$ cat config.mk
export PLATFORM = sky130hd
export DESIGN_NAME = ex_unit_flat
export DESIGN_NICKNAME = d
export VERILOG_FILES = /design/src/rtl/ex_unit_if.sv /design/src/rtl/ex_unit.sv /design/src/flat_wrapper.sv
export SDC_FILE = /design/constraint.sdc
export NUM_CORES = 1
export LEC_CHECK = 0
export BUFFER_PORTS_ARGS = -buffer_cell sky130_fd_sc_hd__buf_4
export CAP_MARGIN = 10
export CORE_ASPECT_RATIO = 1.5
export CORE_UTILIZATION = 40
export DETAILED_ROUTE_END_ITERATION = 6
export PLACE_DENSITY = 0.57
export SKIP_LAST_GASP = 1
export SLEW_MARGIN = 20
export SYNTH_ARGS = -nofsm -noshare
export SYNTH_HDL_FRONTEND = slang
export SYNTH_SLANG_ARGS = --single-unit
$ cat constraint.sdc
create_clock -name clk -period 7.15 [get_ports clk]
set_input_delay 0.715 -clock clk [delete_from_list [all_inputs] [get_ports clk]]
set_output_delay 0.715 -clock clk [all_outputs]
set_load 0.02 [all_outputs]
$ cat src/rtl/ex_unit_if.sv
// Shared op encoding and result type, plus the issue/CDB bundle
// between the reservation station, ex_unit and the ROB.
package ex_pkg;

  typedef logic [5:0] op_t;

  localparam op_t OP_ADD    = 6'd1;
  localparam op_t OP_SUB    = 6'd2;
  localparam op_t OP_AND    = 6'd3;
  localparam op_t OP_OR     = 6'd4;
  localparam op_t OP_XOR    = 6'd5;
  localparam op_t OP_SLL    = 6'd6;
  localparam op_t OP_SRL    = 6'd7;
  localparam op_t OP_SRA    = 6'd8;
  localparam op_t OP_SLT    = 6'd9;
  localparam op_t OP_SLTU   = 6'd10;
  localparam op_t OP_ADDI   = 6'd11;
  localparam op_t OP_ANDI   = 6'd12;
  localparam op_t OP_ORI    = 6'd13;
  localparam op_t OP_XORI   = 6'd14;
  localparam op_t OP_SLLI   = 6'd15;
  localparam op_t OP_SRLI   = 6'd16;
  localparam op_t OP_SRAI   = 6'd17;
  localparam op_t OP_SLTI   = 6'd18;
  localparam op_t OP_SLTIU  = 6'd19;
  localparam op_t OP_LUI    = 6'd20;
  localparam op_t OP_AUIPC  = 6'd21;
  localparam op_t OP_JAL    = 6'd22;
  localparam op_t OP_JALR   = 6'd23;
  localparam op_t OP_BEQ    = 6'd24;
  localparam op_t OP_BNE    = 6'd25;
  localparam op_t OP_BLT    = 6'd26;
  localparam op_t OP_BGE    = 6'd27;
  localparam op_t OP_BLTU   = 6'd28;
  localparam op_t OP_BGEU   = 6'd29;
  localparam op_t OP_MUL    = 6'd30;
  localparam op_t OP_MULH   = 6'd31;
  localparam op_t OP_MULHSU = 6'd32;
  localparam op_t OP_MULHU  = 6'd33;

  typedef struct packed {
    logic [3:0]  tag;
    logic [31:0] data;
    logic        jump;
    logic [31:0] target;
  } cdb_t;

endpackage

interface ex_unit_if;

  logic              issue_valid;
  logic              issue_ready;
  ex_pkg::op_t       op_type;
  logic [31:0]       data_rs1;
  logic [31:0]       data_rs2;
  logic [31:0]       imm;
  logic [31:0]       pc;
  logic [3:0]        tag_in_rob;
  logic              cdb_valid;
  logic              cdb_grant;
  logic [3:0]        cdb_tag;
  logic [31:0]       cdb_data;
  logic              cdb_jump;
  logic [31:0]       cdb_target;

  modport master (
    output issue_valid, op_type,
    output data_rs1, data_rs2,
    output imm, pc, tag_in_rob,
    output cdb_grant,
    input  issue_ready,
    input  cdb_valid, cdb_tag,
    input  cdb_data, cdb_jump,
    input  cdb_target
  );

  modport slave (
    input  issue_valid, op_type,
    input  data_rs1, data_rs2,
    input  imm, pc, tag_in_rob,
    input  cdb_grant,
    output issue_ready,
    output cdb_valid, cdb_tag,
    output cdb_data, cdb_jump,
    output cdb_target
  );

endinterface

$ cat src/rtl/ex_unit.sv
// Integer execute unit: 1-cycle ALU into a 2-entry CDB result queue.
// Define EX_MUL_EN to add the 3-cycle M-extension multiplier FSM.
module ex_unit
  import ex_pkg::*;
(
  input  logic     clk,
  input  logic     rst,
  input  logic     rdy,
  input  logic     clear,
  ex_unit_if.slave bus
);

  cdb_t       q0_q, q0_d;
  cdb_t       q1_q, q1_d;
  logic [1:0] cnt_q, cnt_d;

  cdb_t        alu_res;
  cdb_t        mul_res;
  cdb_t        push_res;
  logic        is_mul;
  logic        busy;
  logic        mul_push;
  logic        issue_ready;
  logic        accept;
  logic        alu_push;
  logic        push;
  logic        deq;
  logic        is_imm;
  logic        is_br;
  logic        take;
  logic [1:0]  wpos;
  logic [31:0] opb;
  logic [4:0]  shamt;

  assign issue_ready = (cnt_q != 2'd2) && !busy;
  assign accept      = bus.issue_valid && issue_ready
                     && rdy && !clear;
  assign alu_push    = accept && !is_mul;
  assign deq         = bus.cdb_grant && (cnt_q != 2'd0);
  assign push        = alu_push || mul_push;
  assign push_res    = mul_push ? mul_res : alu_res;

  assign is_imm = bus.op_type inside {
    OP_ADDI, OP_ANDI, OP_ORI, OP_XORI, OP_SLLI,
    OP_SRLI, OP_SRAI, OP_SLTI, OP_SLTIU
  };
  assign is_br = bus.op_type inside {
    OP_BEQ, OP_BNE, OP_BLT, OP_BGE, OP_BLTU, OP_BGEU
  };

  always_comb begin
    alu_res     = '0;
    alu_res.tag = bus.tag_in_rob;
    take        = 1'b0;
    opb         = is_imm ? bus.imm : bus.data_rs2;
    shamt       = opb[4:0];
    unique case (bus.op_type)
      OP_ADD, OP_ADDI:
        alu_res.data = bus.data_rs1 + opb;
      OP_SUB:
        alu_res.data = bus.data_rs1 - bus.data_rs2;
      OP_AND, OP_ANDI:
        alu_res.data = bus.data_rs1 & opb;
      OP_OR, OP_ORI:
        alu_res.data = bus.data_rs1 | opb;
      OP_XOR, OP_XORI:
        alu_res.data = bus.data_rs1 ^ opb;
      OP_SLL, OP_SLLI:
        alu_res.data = bus.data_rs1 << shamt;
      OP_SRL, OP_SRLI:
        alu_res.data = bus.data_rs1 >> shamt;
      OP_SRA, OP_SRAI:
        alu_res.data = $signed(bus.data_rs1) >>> shamt;
      OP_SLT, OP_SLTI:
        alu_res.data = {31'b0,
          $signed(bus.data_rs1) < $signed(opb)};
      OP_SLTU, OP_SLTIU:
        alu_res.data = {31'b0, bus.data_rs1 < opb};
      OP_LUI:
        alu_res.data = bus.imm;
      OP_AUIPC:
        alu_res.data = bus.pc + bus.imm;
      OP_JAL: begin
        alu_res.data   = bus.pc + 32'd4;
        alu_res.jump   = 1'b1;
        alu_res.target = bus.pc + bus.imm;
      end
      OP_JALR: begin
        alu_res.data   = bus.pc + 32'd4;
        alu_res.jump   = 1'b1;
        alu_res.target = (bus.data_rs1 + bus.imm)
                       & 32'hFFFF_FFFE;
      end
      OP_BEQ:  take = bus.data_rs1 == bus.data_rs2;
      OP_BNE:  take = bus.data_rs1 != bus.data_rs2;
      OP_BLT:
        take = $signed(bus.data_rs1) < $signed(bus.data_rs2);
      OP_BGE:
        take = $signed(bus.data_rs1) >= $signed(bus.data_rs2);
      OP_BLTU: take = bus.data_rs1 <  bus.data_rs2;
      OP_BGEU: take = bus.data_rs1 >= bus.data_rs2;
      default: ;
    endcase
    if (is_br) begin
      alu_res.jump   = take;
      alu_res.target = take ? bus.pc + bus.imm : '0;
    end
  end

`ifdef EX_MUL_EN
  typedef enum logic [1:0] {
    S_IDLE, S_M1, S_M2, S_WB
  } state_e;

  state_e      state_q, state_d;
  logic [63:0] ma_q, ma_d;
  logic [63:0] mb_q, mb_d;
  logic [63:0] prod_q, prod_d;
  logic        mhi_q, mhi_d;
  logic [3:0]  mtag_q, mtag_d;
  logic        sa, sb;

  assign is_mul = bus.op_type inside {
    OP_MUL, OP_MULH, OP_MULHSU, OP_MULHU
  };
  assign busy = state_q != S_IDLE;

  // Operands are pre-extended to 64 bits so a plain
  // modulo-2^64 product gives every high-half variant.
  always_comb begin
    state_d      = state_q;
    ma_d         = ma_q;
    mb_d         = mb_q;
    prod_d       = prod_q;
    mhi_d        = mhi_q;
    mtag_d       = mtag_q;
    mul_push     = 1'b0;
    mul_res      = '0;
    mul_res.tag  = mtag_q;
    mul_res.data = mhi_q ? prod_q[63:32] : prod_q[31:0];
    sa = bus.op_type inside {OP_MULH, OP_MULHSU};
    sb = bus.op_type == OP_MULH;
    unique case (state_q)
      S_IDLE:
        if (accept && is_mul) begin
          ma_d = {{32{sa & bus.data_rs1[31]}},
                  bus.data_rs1};
          mb_d = {{32{sb & bus.data_rs2[31]}},
                  bus.data_rs2};
          mhi_d   = bus.op_type != OP_MUL;
          mtag_d  = bus.tag_in_rob;
          state_d = S_M1;
        end
      S_M1: begin
        prod_d  = ma_q * mb_q;
        state_d = S_M2;
      end
      S_M2:
        if (cnt_q != 2'd2) begin
          mul_push = 1'b1;
          state_d  = S_WB;
        end
      S_WB:    state_d = S_IDLE;
      default: state_d = S_IDLE;
    endcase
  end

  always_ff @(posedge clk) begin
    if (rst || clear) begin
      state_q <= S_IDLE;
      ma_q    <= '0;
      mb_q    <= '0;
      prod_q  <= '0;
      mhi_q   <= 1'b0;
      mtag_q  <= '0;
    end else if (rdy) begin
      state_q <= state_d;
      ma_q    <= ma_d;
      mb_q    <= mb_d;
      prod_q  <= prod_d;
      mhi_q   <= mhi_d;
      mtag_q  <= mtag_d;
    end
  end
`else
  assign is_mul   = 1'b0;
  assign busy     = 1'b0;
  assign mul_push = 1'b0;
  assign mul_res  = '0;
`endif

  // Shift-style FIFO: q0 is always the head.
  always_comb begin
    q0_d  = q0_q;
    q1_d  = q1_q;
    wpos  = cnt_q - {1'b0, deq};
    cnt_d = cnt_q + {1'b0, push} - {1'b0, deq};
    if (deq) q0_d = q1_q;
    if (push) begin
      if (wpos == 2'd0) q0_d = push_res;
      else              q1_d = push_res;
    end
  end

  always_ff @(posedge clk) begin
    if (rst || clear) begin
      q0_q  <= '0;
      q1_q  <= '0;
      cnt_q <= '0;
    end else if (rdy) begin
      q0_q  <= q0_d;
      q1_q  <= q1_d;
      cnt_q <= cnt_d;
    end
  end

  assign bus.issue_ready = issue_ready;
  assign bus.cdb_valid   = cnt_q != 2'd0;
  assign bus.cdb_tag     = bus.cdb_valid ? q0_q.tag : '0;
  assign bus.cdb_data    = bus.cdb_valid ? q0_q.data : '0;
  assign bus.cdb_jump    = bus.cdb_valid && q0_q.jump;
  assign bus.cdb_target  = bus.cdb_valid ? q0_q.target : '0;

endmodule

$ cat src/flat_wrapper.sv
// flat-port wrapper written by rule: the top's interface ports become plain ports
module ex_unit_flat import ex_pkg::*;
  (clk, rst, rdy, clear, bus_issue_valid, bus_op_type, bus_data_rs1, bus_data_rs2, bus_imm, bus_pc, bus_tag_in_rob, bus_cdb_grant, bus_issue_ready, bus_cdb_valid, bus_cdb_tag, bus_cdb_data, bus_cdb_jump, bus_cdb_target);
  ex_unit_if bus_i ();
  input  logic clk;
  input  logic rst;
  input  logic rdy;
  input  logic clear;
  input wire logic [$bits(bus_i.issue_valid)-1:0] bus_issue_valid;
  input wire logic [$bits(bus_i.op_type)-1:0] bus_op_type;
  input wire logic [$bits(bus_i.data_rs1)-1:0] bus_data_rs1;
  input wire logic [$bits(bus_i.data_rs2)-1:0] bus_data_rs2;
  input wire logic [$bits(bus_i.imm)-1:0] bus_imm;
  input wire logic [$bits(bus_i.pc)-1:0] bus_pc;
  input wire logic [$bits(bus_i.tag_in_rob)-1:0] bus_tag_in_rob;
  input wire logic [$bits(bus_i.cdb_grant)-1:0] bus_cdb_grant;
  output wire logic [$bits(bus_i.issue_ready)-1:0] bus_issue_ready;
  output wire logic [$bits(bus_i.cdb_valid)-1:0] bus_cdb_valid;
  output wire logic [$bits(bus_i.cdb_tag)-1:0] bus_cdb_tag;
  output wire logic [$bits(bus_i.cdb_data)-1:0] bus_cdb_data;
  output wire logic [$bits(bus_i.cdb_jump)-1:0] bus_cdb_jump;
  output wire logic [$bits(bus_i.cdb_target)-1:0] bus_cdb_target;
  assign bus_i.issue_valid = bus_issue_valid;
  assign bus_i.op_type = bus_op_type;
  assign bus_i.data_rs1 = bus_data_rs1;
  assign bus_i.data_rs2 = bus_data_rs2;
  assign bus_i.imm = bus_imm;
  assign bus_i.pc = bus_pc;
  assign bus_i.tag_in_rob = bus_tag_in_rob;
  assign bus_i.cdb_grant = bus_cdb_grant;
  assign bus_issue_ready = bus_i.issue_ready;
  assign bus_cdb_valid = bus_i.cdb_valid;
  assign bus_cdb_tag = bus_i.cdb_tag;
  assign bus_cdb_data = bus_i.cdb_data;
  assign bus_cdb_jump = bus_i.cdb_jump;
  assign bus_cdb_target = bus_i.cdb_target;
  ex_unit u_core (.clk(clk), .rst(rst), .rdy(rdy), .clear(clear), .bus(bus_i));
endmodule
Word level (Yosys, flattened, before mapping)
Cells that the tools add are included.

word-level totals
  register bits after elaboration = 140
  input bits = 144
  output and inout port bits = 71
  logic and storage cells = 96

operators by class
  add/subtract/negate cells = 8
  $lt $le $gt $ge = 6
  equality and inequality tests = 32
  shift-type cells = 3
  muxes and demuxes = 12
  bitwise operators = 4
  reduce and logical (&&, ||, !) cells = 22

operators by type and width
  operator                                                                number
  32-bit one-hot mux with 13 select lines                                 1
  69-bit 2-to-1 mux                                                       3
  32-bit < comparator                                                     4
  32-bit 2-to-1 mux                                                       4
  32-bit adder                                                            3
  6-bit by 5-bit equality test with 1-bit output (second input constant)  14
  33-bit one-hot mux with 2 select lines                                  1
  32-bit >= comparator                                                    2
  6-bit by 4-bit equality test with 1-bit output (second input constant)  8
  33-bit 2-to-1 mux                                                       1
  32-bit by 3-bit adder with 32-bit output (second input constant)        1
  32-bit AND                                                              1
  32-bit equality test                                                    1
  32-bit != test                                                          1
  32-bit OR                                                               1
  32-bit by 5-bit << shifter with 32-bit output                           1
  32-bit by 5-bit >> shifter with 32-bit output                           1
  32-bit by 5-bit >>> shifter with 32-bit output                          1
  32-bit subtractor                                                       1
  32-bit bitwise XOR                                                      1
  6-bit by 3-bit equality test with 1-bit output (second input constant)  4
  2-bit OR reduction                                                      10
  6-bit by 2-bit equality test with 1-bit output (second input constant)  2
  9-bit nonzero test                                                      1
  14 further kinds                                                        19

Depth between registers and ports, before layout
Gate-level depths: netlist of run 1.

  word-level depth = 7
  gate-level depth with buffers = 21
  depth with buffers taken out = 16

Worst setup path after synthesis of run 1
Ideal clock, no wire load.

  kind = input port to flip-flop
  start = input port bus_op_type[0]
  end = register u_core.q0_q[62] in the netlist's numbering
  library setup time = 0.095 ns
  arrival time = 5.101 ns
  required time = 7.055 ns
  slack = 1.954 ns
  stages = 19
  path buffers = 5
  path through = buf_2 > a21o_1 > buf_2 > a21oi_2 > buf_2 > buf_1 > mux2_2 > inv_1 > ha_1 > clkbuf_1 > a211o_1 > or3b_2 > o221ai_1 > o21ai_0 > a41o_1 > o31ai_1 > xor2_1 > o2111a_1 > a221oi_1

on the way
  longest elaborated chain between the ends = 7
  elaborated cells between the ends (all ways) = 45
  classes of those cells = add/sub: 1; eq/ne: 23; shift: 3; mux: 4; bitwise: 3; reduce/logical: 11

RTL lines
  item                                                                                                                     RTL line                      source
  from (decl)                                                                                                              flat_wrapper.sv:10            input wire logic [$bits(bus_i.op_type)-1:0] bus_op_type;
  6-bit by 4-bit equality test with 1-bit output / 6-bit by 5-bit equality test with 1-bit output (equally long branches)  ex_unit.sv:43, ex_unit.sv:57
  9-bit nonzero test                                                                                                       ex_unit.sv:43                 assign is_imm = bus.op_type inside {
  32-bit 2-to-1 mux                                                                                                        ex_unit.sv:55                 opb = is_imm ? bus.imm : bus.data_rs2;
  32-bit adder (tied with other cells)                                                                                     ex_unit.sv:59                 alu_res.data = bus.data_rs1 + opb;
  32-bit one-hot mux with 13 select lines (*)                                                                              ex_unit.sv:57                 unique case (bus.op_type)
  69-bit 2-to-1 mux (*)                                                                                                    ex_unit.sv:200                if (wpos == 2'd0) q0_d = push_res;
  69-bit 2-to-1 mux (*)                                                                                                    ex_unit.sv:199                if (push) begin
  to (signal assigned)                                                                                                     ex_unit.sv:211                q0_q <= q0_d;
  to (decl)                                                                                                                ex_unit.sv:13                 cdb_t q0_q, q0_d;

Every way passes the cells marked *; elsewhere a longest branch is shown, timed or not.
A chain may end at the register's enable or synchronous reset.

Final worst setup path of run 1
  start = input port bus_op_type[3]
  end = register u_core.q1_q[33] in the netlist's numbering

on the way
  longest elaborated chain between the ends = 5
  elaborated cells between the ends (all ways) = 45
  classes of those cells = add/sub: 1; order compare: 2; eq/ne: 23; shift: 3; mux: 2; bitwise: 3; reduce/logical: 11

RTL lines
  item                                                                                                                     RTL line                      source
  6-bit by 4-bit equality test with 1-bit output / 6-bit by 5-bit equality test with 1-bit output (equally long branches)  ex_unit.sv:43, ex_unit.sv:57
  9-bit nonzero test                                                                                                       ex_unit.sv:43
  32-bit 2-to-1 mux                                                                                                        ex_unit.sv:55
  32-bit adder (tied with other cells)                                                                                     ex_unit.sv:59
  32-bit one-hot mux with 13 select lines (*)                                                                              ex_unit.sv:57
  to (signal assigned)                                                                                                     ex_unit.sv:212                q1_q <= q1_d;
  to (decl)                                                                                                                ex_unit.sv:14                 cdb_t q1_q, q1_d;

Marked as above.

==> impl_results.md, run 1 <==
- Status: complete, but fails checks
- Failing checks: design-rule violations
- Vias per inst: 7.069
- GRT Residual Overflow: 0
- Post-placement cell area: 23220 um2
- Final HPWL DP: around 100 mm
- First-pass GRT wire length: ~180 mm
- Initial antenna violation count: 9
- GRT Total Usage: 46.82%
- Global placer's final weighted congestion: 1.122
- Combinational Power Share: 52.2%
- Worst-Margin Slew: between 1000 and 1500 ps
- WP data required: ~7500 ps
- Vias in the first global route: 25175
- Clk pin slew, worst setup/hold paths: 60 ps
- CTS tree: yes
- Syn_nets: 3331
- Worst R2R Path Depth: 13
- H-tree depth: 4
- Clock Tree Buf Depth: 2
- Top FF cell, synth: dfxtp_1
- Synth cell types: 97
- Area growth from synthesis to layout: 12.95%
- DRC errors left: 7
- Critical path type: input pin to register
- Setup Total Neg Slack: 0 ps
- Max_cap viols: 0
- Final #Nets: around 3400
- GR Layer Usage met2: 72.70%
- Wirelength per Cell: 34.37 um
- Sequential share of the synthesized area: between 10% and 20%
- Area occupied by multi-input gates: roughly 17000 um2
- Worst Hold Class: register to register
- Setup Skew: approximately 10 ps
- Final Cell Area: between 20000 and 25000 um2
- Final Hold Viols: 0
- Fill cells: 5364
- Root buffer cell: clkbuf_16
- FF+latch count, synth: 140
- Post-CTS Setup Bufs: 0
- Gr busiest metal: met2
- # clock sinks: 140
- Maximum VDD drop: just under 0.2 mV
- Cells after Synth: 2998
- Layout cells sized above 1: approximately 13%
- Hold depth: 2
- Leak Pwr: 9.772 nW
- Standard-cell rows: approximately 100
- Die extent in x: about 190 um
- Setup crit start kind: input pin
- Clock latency on the worst-skew pair: 460 ps
- PD cells: 147.3 nW/um2
- Worst-path maximum fanout: 27
- Sw Ratio: approximately 48%
- Tmin final: 5415 ps
- Dpl ws: 1683 ps
- Pin count of the biggest net entering global routing: around 120
- Drt pass-1 iters: 7
- Starting DRT DRC Count: 3362
- Unrepaired setup endpoints after global routing: false
- Synthesized area: 21070 um2
- Die height: 283.1 um
- DIE AREA: about 54000 um2
- Met1 Usage GRT: 52.74%
- Clk pwr share: between 20 and 30%
- Psw: 1.674 mW
- Worst rel slew slack: 23.95%
- Max Freq: around 0.18 GHz
- Port bufs: 214
- Synthesis warning total: 0
- Slew Viols, Final: 0
- Register area: 2803 um2
- Setup Viol. Count Final: 0
- Tcrit/Tclk final: approximately 76%
- Worst setup EP type: register
- Total power: 3.505 mW
- Commonest non-fill, non-tap cell in the layout: a21oi_1
- Cts hold-fix bufs: 0
- Post-synth ARST share: 0%
- Hold WS: 455.8 ps
- Post-synth EDFFs: 0
- Most frequent cells in the layout: 344 x a21oi_1, 270 x buf_4, 237 x o21ai_0
- Avg Cell Area, Syn: 7.028 um2
- Via count: 26616
- Critical Path AT: approximately 5800 ps
- Post_cts resized: 0
- Num CTS Buffers: 17
- Met3 Use GR: between 10% and 20%
- Placeable Area: 51810 um2
- Int Power: about 1.8 mW
- Sequential share of power: 22.6%
- Worst Setup Slack, final: 1735 ps
- Initial core utilization: ~40%
- Final WL: 129.4 mm
- I/O Pins: 215
- ANT nets after route: 0
==> kinds of logic after synthesis <==
| kind of cell | synth area share, % |
|---|---|
| AOI/OAI and AO/OA | 37.48 |
| and+or+nand+nor | 20.84 |
| muxes | 4.620 |
| buffers and inverters | 6.734 |
| xor gates and xnor gates | 5.654 |
| adders and majority gates | 11.37 |
| DFF | 13.30 |
==> worst max-delay path, cell delays in order <==
cell,delay (ps)
buf_4,250
nor3b_1,670
a21oi_4,110
buf_4,290
mux2_2,310
inv_1,60
ha_1,490
inv_1,80
a21oi_1,310
o21ai_0,130
a211oi_1,250
nor3_1,80
nor3_1,860
nand3_1,430
nor4_1,280
nor4_1,120
buf_4,180
a21oi_1,130
==> power by group through the flow <==
stage	logic, mW	clock network (mW)	registers [mW]
after floorplan	1.04	0	0.806
after global placement	1.72	0	0.810
after detailed placement	1.73	0	0.810
after CTS	1.74	0.890	0.792
after global routing	1.89	0.919	0.792
final	1.83	0.884	0.792
==> stage by stage <==
stage               util [%]  std cells
floorplan                  -       2998
global placement       44.81       3729
detailed placement     44.81       3729
CTS                    45.90       3761
global route           45.91       3762
finish                 45.93       3765
==> state kept, by name, indices dropped and copies added, names as in the netlist <==
| signal | count |
|---|---|
| u_core.q1_q | 69 |
| u_core.cnt_q | 2 |
| u_core.q0_q | 69 |
==> metal layers <==
metal	wire, um	part of all wire [%]	vias up
met5	12	0.0093	-
li1	-	-	11453
met1	45100	35	12746
met2	56970	44	1919
met4	13220	10	2
met3	14070	11	496
==> synth_stat cells, drive strengths merged, types with 48 or more instances <==
| master | count | area, um2 |
|---|---|---|
| a211oi | 52 | 395.4 |
| a21o | 52 | 390.4 |
| a21oi | 345 | 1730 |
| a22oi | 48 | 365.3 |
| and2 | 93 | 581.8 |
| buf | 50 | 257.8 |
| clkbuf | 168 | 631.9 |
| dfxtp | 140 | 2803 |
| ha | 185 | 2315 |
| inv | 141 | 529.3 |
| nand2 | 217 | 817.0 |
| nand3 | 104 | 520.5 |
| nor2 | 204 | 765.7 |
| nor3 | 76 | 385.4 |
| o211ai | 70 | 554.3 |
| o21ai | 248 | 1241 |
| o221ai | 72 | 630.6 |
| xnor2 | 75 | 656.9 |
| xor2 | 61 | 534.3 |
==> worst paths after layout <==
path | start | end | slack (ps)
worst min register to register | u_core.q1_q[0] | u_core.q1_q[0] | 460
worst max register to register | u_core.cnt_q[1] | u_core.q0_q[62] | 3180
worst min-delay path | u_core.q1_q[0] | u_core.q1_q[0] | 460
worst max-delay path | bus_op_type[3] | u_core.q1_q[33] | 1740
==> layout make-up <==
class	count	area share (%)
clock inverters	14	0.5310
clock buffers	18	1.845
multi-input cells	2499	71.29
diodes	4	0.04206
well taps	676	3.554
flip-flops and latches	140	11.78
repair buffers	273	8.733
inverters	141	2.224
Power figures use the tool's default switching activity.
==> inputs of run 2 (changes only) <==
Clock period 7.15 ns to 5.1 ns, I/O delays scaled along.
==> run 2 against run 1 <==
The run now ends clean. Die area stayed put. Clock skew is 5.2 ps higher. Wire length is 0.60% higher. Final cell count is 2.1% higher. Flip-flop and latch count stayed put. Via count is 0.62% higher. Count of clock-buffer cells in the layout stayed put. Register-to-register slack worse by 1500 ps. Critical path type unchanged.
==> impl_results.md, run 2 (synthesis results as in run 1) <==
- Routed wl met3: 14.23 mm
- Most frequent cells in the layout: 348 x buf_4, 344 x a21oi_1, 237 x o21ai_0
- Worst setup EP type: register
- Commonest non-fill, non-tap cell in the layout: buf_4
- Top Registers: u_core.q0_q x69, u_core.q1_q x69, u_core.cnt_q x2
- GRT Total Usage: 47.24%
- Final HPWL DP: 102.3 mm
- PD cells: 204.0 nW/um2
- GRT Residual Overflow: 0
- Setup Total Neg Slack: 0 ps
- Port bufs: around 210
- Hold WS: 325.9 ps
- Area growth from synthesis to layout: 15.88%
- Via count: ~27000
- Final WL: 130.2 mm
- Tmin final: 4547 ps
- Inst Count DP: 3809
- Met1 Wirelength: 47.36 mm
- Final #Nets: between 3000 and 4000
- Standard-cell rows: around 100
- Clock latency on the worst-skew pair: around 450 ps
- Vias in the first global route: ~25000
- # clock sinks: 140
- Clock Tree Buf Depth: 2
- Maximum VDD drop: approximately 0.25 mV
- First-pass GRT wire length: 182.7 mm
- Max Freq: 0.2199 GHz
- Fill cells: about 5300
- Placeable Area: 51810 um2
- Critical path type: input pin to register
- Worst-Margin Slew: 1141 ps
- Initial core utilization: 40.66%
- CTS tree: yes
- Status: finished clean
- Post-CTS Setup Bufs: 0
- Num CTS Buffers: 17
- Worst Setup Slack, final: 552.7 ps
- Final Hold Viols: 0
- Drt pass-1 iters: 7
- Metal2 WL: around 55 mm
- Critical Path AT: roughly 4800 ps
- Top routing layer used: met5
- DIE AREA: about 54000 um2
- Worst Hold Class: input pin to register
- Worst-path maximum fanout: 24
- Cts hold-fix bufs: 0
- Die height: 283.1 um
- ANT nets after route: 0
- Clk pin slew, worst setup/hold paths: 70 ps
- Vias per inst: 6.965
- Tcrit/Tclk final: 89.16%
- H-tree depth: 4
- Setup Skew: 15.56 ps
- Wirelength per Cell: 33.85 um
- Worst rel slew slack: 23.93%
- Final non-filler cell total: between 3000 and 4000
- Initial antenna violation count: 10
- Root buffer cell: clkbuf_16
- Setup crit start kind: input pin
- Core Util, Final: 47.12%
- Starting DRT DRC Count: 3131
- Die extent in x: 189.4 um
- WP data required: 5400 ps
- Max_cap viols: 0
- Unrepaired setup endpoints after global routing: false
- Layout cells sized above 1: 15.58%
- Dpl ws: 259.3 ps
- Setup Viol. Count Final: 0
- Slew Viols, Final: 0
- Global placer's final weighted congestion: approximately 1.1
- I/O Pins: 215
- DRC errors left: 0
- Post_cts resized: 0
- Leak Pwr: 10.16 nW
- Pin count of the biggest net entering global routing: about 120
[run 2: cell types whose count changed in the layout (fill, tap and decap cells not counted), sizes merged]
cell / previous run / this run
clkinvlp: 3 / 4
inv: 149 / 148
buf: 273 / 353
[run 2: worst paths after layout]
path	start	endpoint	slack, ps	cells after the start
max reg2reg	u_core.cnt_q[1]	u_core.q0_q[62]	1680	12
min	bus_tag_in_rob[2]	u_core.q1_q[67]	330	3
min reg2reg	u_core.q1_q[65]	u_core.q1_q[65]	460	2
max	bus_op_type[2]	u_core.q0_q[51]	550	19
[run 2: layout make-up]
class | count | area (um2) | share of cell area [%]
flip-flops and latches | 140 | 2803 | 11.48
inverters | 141 | 529.3 | 2.168
repair buffers | 353 | 2713 | 11.11
clock inverters | 14 | 127.6 | 0.5227
clock buffers | 18 | 429.2 | 1.758
diodes | 4 | 10.01 | 0.04100
well taps | 676 | 845.8 | 3.464
multi-input cells | 2499 | 16960 | 69.46
[run 2: per-stage QoR]
step / area [um2] / power [mW]
2_1_floorplan: 21070 / 2.594
3_3_place_gp: 23850 / 3.640
3_5_place_dp: 23850 / 3.642
4_1_cts: 24400 / 4.856
5_1_grt: 24410 / 5.130
6_report: 24410 / 4.981
[run 2: critical path, stage by stage]
cell       delay, ps
buf_4            190
a21o_1           310
a21oi_4          200
buf_12           220
mux2_2           370
inv_1             80
ha_1             300
a2111oi_0        390
inv_1            100
o211ai_1         180
buf_4            170
nand2_1          130
a21oi_1          220
xnor2_1          100
a21oi_1          140
o221ai_1         380
nor3_1           560
buf_4            210
a21oi_1           60
[run 2: where the power goes]
group          switching, mW  internal, mW  total, mW  leakage (nW)
clock                  0.578         0.639       1.22         0.260
combinational           1.78         0.871       2.66          8.77
sequential           0.00672          1.10       1.11          1.13
total                   2.37          2.61       4.98          10.2
[run 2: layer usage]
layer	up-vias	track usage [%]
li1	11600	-
met1	12804	56.08
met2	1875	69.85
met3	493	11.54
met4	8	42.42
met5	-	0
